===== config.mk =====
export PLATFORM = sky130hd
export DESIGN_NAME = mux4_arbiter_flat
export DESIGN_NICKNAME = d
export VERILOG_FILES = /design/src/rtl/mux4_arbiter_if.sv /design/src/rtl/mux4_arbiter.sv /design/src/flat_wrapper.sv
export SDC_FILE = /design/constraint.sdc
export NUM_CORES = 1
export LEC_CHECK = 0
export BUFFER_PORTS_ARGS = -buffer_cell sky130_fd_sc_hd__buf_4
export CAP_MARGIN = 20
export CORE_AREA = 2 2 46 48
export DETAILED_ROUTE_END_ITERATION = 7
export DIE_AREA = 0 0 48 50
export GPL_TIMING_DRIVEN = 0
export HOLD_SLACK_MARGIN = 0.03
export MAX_ROUTING_LAYER = met4
export PLACE_DENSITY = 0.69
export RECOVER_POWER = 50
export SETUP_SLACK_MARGIN = 0.02
export SLEW_MARGIN = 20
export SYNTH_ARGS = -nofsm -noshare
export SYNTH_HDL_FRONTEND = slang
export SYNTH_SLANG_ARGS = --single-unit

===== constraint.sdc =====
create_clock -name clk -period 3.3 [get_ports clk]
set_input_delay 0.825 -clock clk [delete_from_list [all_inputs] [get_ports clk]]
set_output_delay 0.825 -clock clk [all_outputs]
set_load 0.1 [all_outputs]

===== src/rtl/mux4_arbiter_if.sv =====
// Handshake bundle between the four requesting pipeline units and the
// mux4_arbiter. The arbiter side uses the slave modport; the requesters
// (or a testbench standing in for them) use the master modport.
interface mux4_arbiter_if;
    logic [3:0] req;    // level request per requester
    logic [3:0] done;   // release pulse, meaningful only for the owner
    logic [3:0] gnt;    // one-hot registered grant
    logic [1:0] sel;    // binary index of the owner, drives the shared mux
    logic       busy;   // any grant active

    modport master (
        output req,
        output done,
        input  gnt,
        input  sel,
        input  busy
    );

    modport slave (
        input  req,
        input  done,
        output gnt,
        output sel,
        output busy
    );
endinterface


===== src/rtl/mux4_arbiter.sv =====
// Round-robin arbiter for one shared 4:1 datapath mux.
// Grants are registered and one-hot, and are held until the owner drops its
// request or pulses done. Hand-off to the next requester happens on the
// same edge as the release, so there is no idle cycle between owners.
// Optional feature: define MUX4_ARB_TIMEOUT_EN to force a hand-off once an
// owner has held the mux for MAX_HOLD cycles while another requester waits.
module mux4_arbiter #(
    parameter int MAX_HOLD = 8
) (
    input  logic           clk,
    input  logic           reset_n,
    mux4_arbiter_if.slave  bus
);

    typedef enum logic {
        IDLE = 1'b0,
        OWN  = 1'b1
    } state_t;

    // Reject hold limits outside the supported range at elaboration time.
    if (MAX_HOLD < 2 || MAX_HOLD > 255) begin : g_max_hold_range
        $error("mux4_arbiter: MAX_HOLD must be within 2..255");
    end

    state_t     state_q, state_d;
    logic [1:0] last_q,  last_d;    // most recent winner; also the owner in OWN
    logic [3:0] gnt_q,   gnt_d;
    logic [1:0] sel_q,   sel_d;

    logic [3:0] owner_mask;
    logic       release_now;
    logic       new_grant;
    logic       timeout;
    logic [2:0] pick;               // {found, index}

    // First candidate in the order ptr+1, ptr+2, ptr+3, ptr (mod 4).
    // Iterating from the farthest offset down lets the nearest one win.
    function automatic logic [2:0] rr_pick(input logic [3:0] cand,
                                           input logic [1:0] ptr);
        logic [2:0] r;
        logic [1:0] idx;
        r = 3'b000;
        for (int k = 4; k >= 1; k--) begin
            idx = ptr + 2'(k);
            if (cand[idx]) begin
                r = {1'b1, idx};
            end
        end
        return r;
    endfunction

    assign owner_mask = 4'b0001 << last_q;

`ifdef MUX4_ARB_TIMEOUT_EN
    localparam int HC_W = $clog2(MAX_HOLD) + 1;

    logic [HC_W-1:0] hold_cnt_q, hold_cnt_d;

    // Preempt only when the limit is reached and someone else is waiting.
    assign timeout = (hold_cnt_q == HC_W'(MAX_HOLD)) &&
                     (|(bus.req & ~owner_mask));

    // Hold counter: restart at 1 on each new grant, count owned cycles, saturate.
    always_comb begin
        hold_cnt_d = hold_cnt_q;
        if (new_grant) begin
            hold_cnt_d = HC_W'(1);
        end else if (state_q == OWN && hold_cnt_q != HC_W'(MAX_HOLD)) begin
            hold_cnt_d = hold_cnt_q + HC_W'(1);
        end
    end

    // Hold counter register.
    always_ff @(posedge clk or negedge reset_n) begin
        if (!reset_n) begin
            hold_cnt_q <= '0;
        end else begin
            hold_cnt_q <= hold_cnt_d;
        end
    end
`else
    assign timeout = 1'b0;
`endif

    // Next-state, grant and select selection for the IDLE/OWN machine.
    always_comb begin
        state_d     = state_q;
        last_d      = last_q;
        gnt_d       = gnt_q;
        sel_d       = sel_q;
        new_grant   = 1'b0;
        pick        = 3'b000;
        release_now = 1'b0;

        case (state_q)
            IDLE: begin
                pick = rr_pick(bus.req, last_q);
            end
            OWN: begin
                // A simultaneous req drop and done is still a single release.
                release_now = !bus.req[last_q] || bus.done[last_q] || timeout;
                if (release_now) begin
                    // The released owner is excluded for this edge only.
                    pick = rr_pick(bus.req & ~owner_mask, last_q);
                    if (!pick[2]) begin
                        state_d = IDLE;
                        gnt_d   = 4'b0000;
                    end
                end
            end
            default: begin
                state_d = IDLE;
                gnt_d   = 4'b0000;
            end
        endcase

        if (pick[2]) begin
            new_grant = 1'b1;
            state_d   = OWN;
            last_d    = pick[1:0];
            sel_d     = pick[1:0];
            gnt_d     = 4'b0001 << pick[1:0];
        end
    end

    // Arbiter state register; reset points last at 3 so requester 0 leads.
    always_ff @(posedge clk or negedge reset_n) begin
        if (!reset_n) begin
            state_q <= IDLE;
            last_q  <= 2'd3;
            gnt_q   <= 4'b0000;
            sel_q   <= 2'd0;
        end else begin
            state_q <= state_d;
            last_q  <= last_d;
            gnt_q   <= gnt_d;
            sel_q   <= sel_d;
        end
    end

    assign bus.gnt  = gnt_q;
    assign bus.sel  = sel_q;
    assign bus.busy = |gnt_q;

endmodule

===== src/flat_wrapper.sv =====
// flat-port wrapper written by rule: the top's interface ports become plain ports
module mux4_arbiter_flat 
#(
    parameter int MAX_HOLD = 8
)
  (clk, reset_n, bus_req, bus_done, bus_gnt, bus_sel, bus_busy);
  mux4_arbiter_if bus_i ();
  input  logic clk;
  input  logic reset_n;
  input wire logic [$bits(bus_i.req)-1:0] bus_req;
  input wire logic [$bits(bus_i.done)-1:0] bus_done;
  output wire logic [$bits(bus_i.gnt)-1:0] bus_gnt;
  output wire logic [$bits(bus_i.sel)-1:0] bus_sel;
  output wire logic [$bits(bus_i.busy)-1:0] bus_busy;
  assign bus_i.req = bus_req;
  assign bus_i.done = bus_done;
  assign bus_gnt = bus_i.gnt;
  assign bus_sel = bus_i.sel;
  assign bus_busy = bus_i.busy;
  mux4_arbiter #(.MAX_HOLD(MAX_HOLD)) u_core (.clk(clk), .reset_n(reset_n), .bus(bus_i));
endmodule

==> impl_metrics.yaml <==
floorplanning:
  num_io_pins: 17
  rows: 16
  start_util_pct: 46.6
  die_h_um: 50
  core_region_area_sq_um: 1900
  fp.dieArea_sq_um: 2400
  die_x_um: 48
clock_network:
  clock_latency_ps: 260
  clk_pin_slew_ps: 60
  cts_setup_buffers: 0
  clock_sinks: 9
  postCtsHoldBufs: 0
  clk_path_buf_depth: 2
  h-tree-depth: 1
  cts_resized: 0
  cts_root_buf: "clkbuf_4"
  cts_buffers: 3
  cts_tree: "built"
sta:
  rsz0062_at_grt: "no"
  period_needed_ps: 2980
  tns_ps: 0
  finalCritPeriodShare_pct: 90.4
  finClkSkew_ps: 4.94
  slew_headroom_pct: 22.6
  setup_viol_count_final: 0
  slew_violations: 0
  worstMarginPinSlew_ps: 1170
  hold_viol: 0
  fmax_ghz: 0.335
drt:
  drtIter0Drc: 22
  vias: 784
  wl_per_cell_um: 13.9
  via_per_inst: 5.60
  drcViolationCount: 0
  drtAntennaViolNets: 0
  dr.pass1.iters: 4
  routed_wl_mm: 1.95
worst_setup_path:
  crit_required_ps: 3440
  slowest_delay_ps: 540
  worstPathMaxFanout: 10
  crit_arrival_ps: 3130
  worst_setup_path_start_kind: "flop"
  crit_type: "reg2reg"
  reg2regPathDepth: 10
  worstPathCellList: "buf_2 -> inv_1 -> ha_1 -> clkbuf_1 -> mux2i_1 -> a211oi_1 -> or4_1 -> o31ai_4 -> nor2_2 -> a22o_1"
  end_kind: "flop"
  startpoint: "u_core.last_q[1]$_DFFE_PN1P_"
  cp_slowest_cell: "dfstp_2"
  r2r-start: "u_core.last_q[1]$_DFFE_PN1P_"
synth:
  async_flop_share_pct: 100
  ys_types: 43
  seq_area_frac_synth_pct: 25.7
  synth-edff-count: 0
  synth_fp_nets: 109
  yosys_warnings: 0
  avgSynthCellArea_sq_um: 9.34
  yosys_most_used_dff: "dfrtp_1"
  postSynthRegisterBits: 9
  post-synth-top-area-cell: "dfrtp_1"
  synthesis.area_sq_um: 887
  synth.area.top_cells: "dfrtp_1, mux4_2, dfstp_2, ha_1, a22o_1"
  postSynthCellCount: 95
  synth_top_cell_area_share_pct: 19.7
outcome:
  status: "completed"
final_layout:
  syn_to_final_growth_pct: 16.9
  mostFrequentLayoutCells: "buf_4, nand2_1, a21oi_1, dfrtp_1, clkbuf_1"
  drive_above_1_share_pct: 29.2
  layout_commonest_cell: "buf_4"
  nets: 128
  n_antenna_cell: 0
grt:
  grtUsageTotal_pct: 20.2
  antenna_found_initial: 0
  grt_max_degree: 11
  grt_pass1_wl_mm: 3.47
  grt_pass1_vias: 772
  globalRouteOverflowTotal: 0
placement:
  gp_congestion: 0.884
  portBuffers: 14
  hpwl_mm: 1.54
hold_path:
  hold_path_depth: 2
  hp-class: "reg2reg"
  hold_start: "u_core.bus.sel[1]$_DFFE_PN0P_"
job:
  cap_viol_max_count: 0
-- metrics by stage --
step | std cells | hold slack (ps) | setup WS, ps | util (%) | area [sq um]
global placement | 136 | 465 | 388 | 53.9 | 1030
finish | 140 | 490 | 317 | 54.5 | 1040
global route | 140 | 509 | 172 | 54.5 | 1040
CTS | 140 | 370 | 350 | 55.3 | 1050
detailed placement | 136 | 467 | 367 | 53.9 | 1030
floorplan | 95 | 529 | 659 | - | 887
-- synthesized netlist by cell type (all sizes together) (3+ instances only) --
cell type  instances
nand2             10
nor2b              4
mux4               3
nor2               4
mux2i              3
mux2               3
nand2b             6
buf                4
a22o               5
dfrtp              7
a21oi              8
ha                 4
inv                5
-- kinds of logic (layout without fill, tap and decap cells) --
logic type	Yosys count	in the layout	share of synthesized area (%)
compound gates	28	28	25.8
fa+ha+maj	4	4	5.64
mux	9	9	14.8
simple gates	35	35	22.3
buf+inv	10	28	5.78
flops	9	9	25.7
-- worst max-delay path, delay by kind of cell, from the launching register on --
family	cells	cell delay, ps
and+or+nand+nor	2	620
DFF	1	540
adders and majority gates	1	300
muxes	1	260
AOI/OAI and AO/OA	3	410
buffers and inverters	3	740
-- worst paths after layout --
path	to	slack [ps]
min in group asynchronous	u_core.state_q$_DFF_PN0_	500
hold reg to reg	u_core.bus.sel[1]$_DFFE_PN0P_	490
max in group asynchronous	u_core.last_q[1]$_DFFE_PN1P_	2440
hold / removal	u_core.bus.sel[1]$_DFFE_PN0P_	490
setup / recovery	u_core.bus.gnt[0]$_DFFE_PN0P_	320
setup reg to reg	u_core.bus.gnt[0]$_DFFE_PN0P_	320
-- cell type report --
class / instances / area [sq um]
buffer: 5 / 32.5
fill: 173 / 865
multi-input combinational: 76 / 608
inverter: 5 / 18.8
tap: 27 / 33.8
timing repair buffer: 14 / 90.1
clock buffer: 4 / 26.3
sequential: 9 / 228
-- registers in the layout, summed over array words and instances (netlist names) --
signal / flops
u_core.bus.gnt: 4
u_core.bus.sel: 2
u_core.last_q: 2
u_core.state_q: 1
-- routing by layer --
metal  GRT usage, %  up-vias  wire, um
met3           5.49        2        62
met5              -        -         0
met1           28.6      381       893
met2           29.1       10       983
li1               -      391         -
met4           3.60        0         7
Power is not shown: default switching activity piles up to over one toggle a cycle in this logic, so the estimate is an artifact.
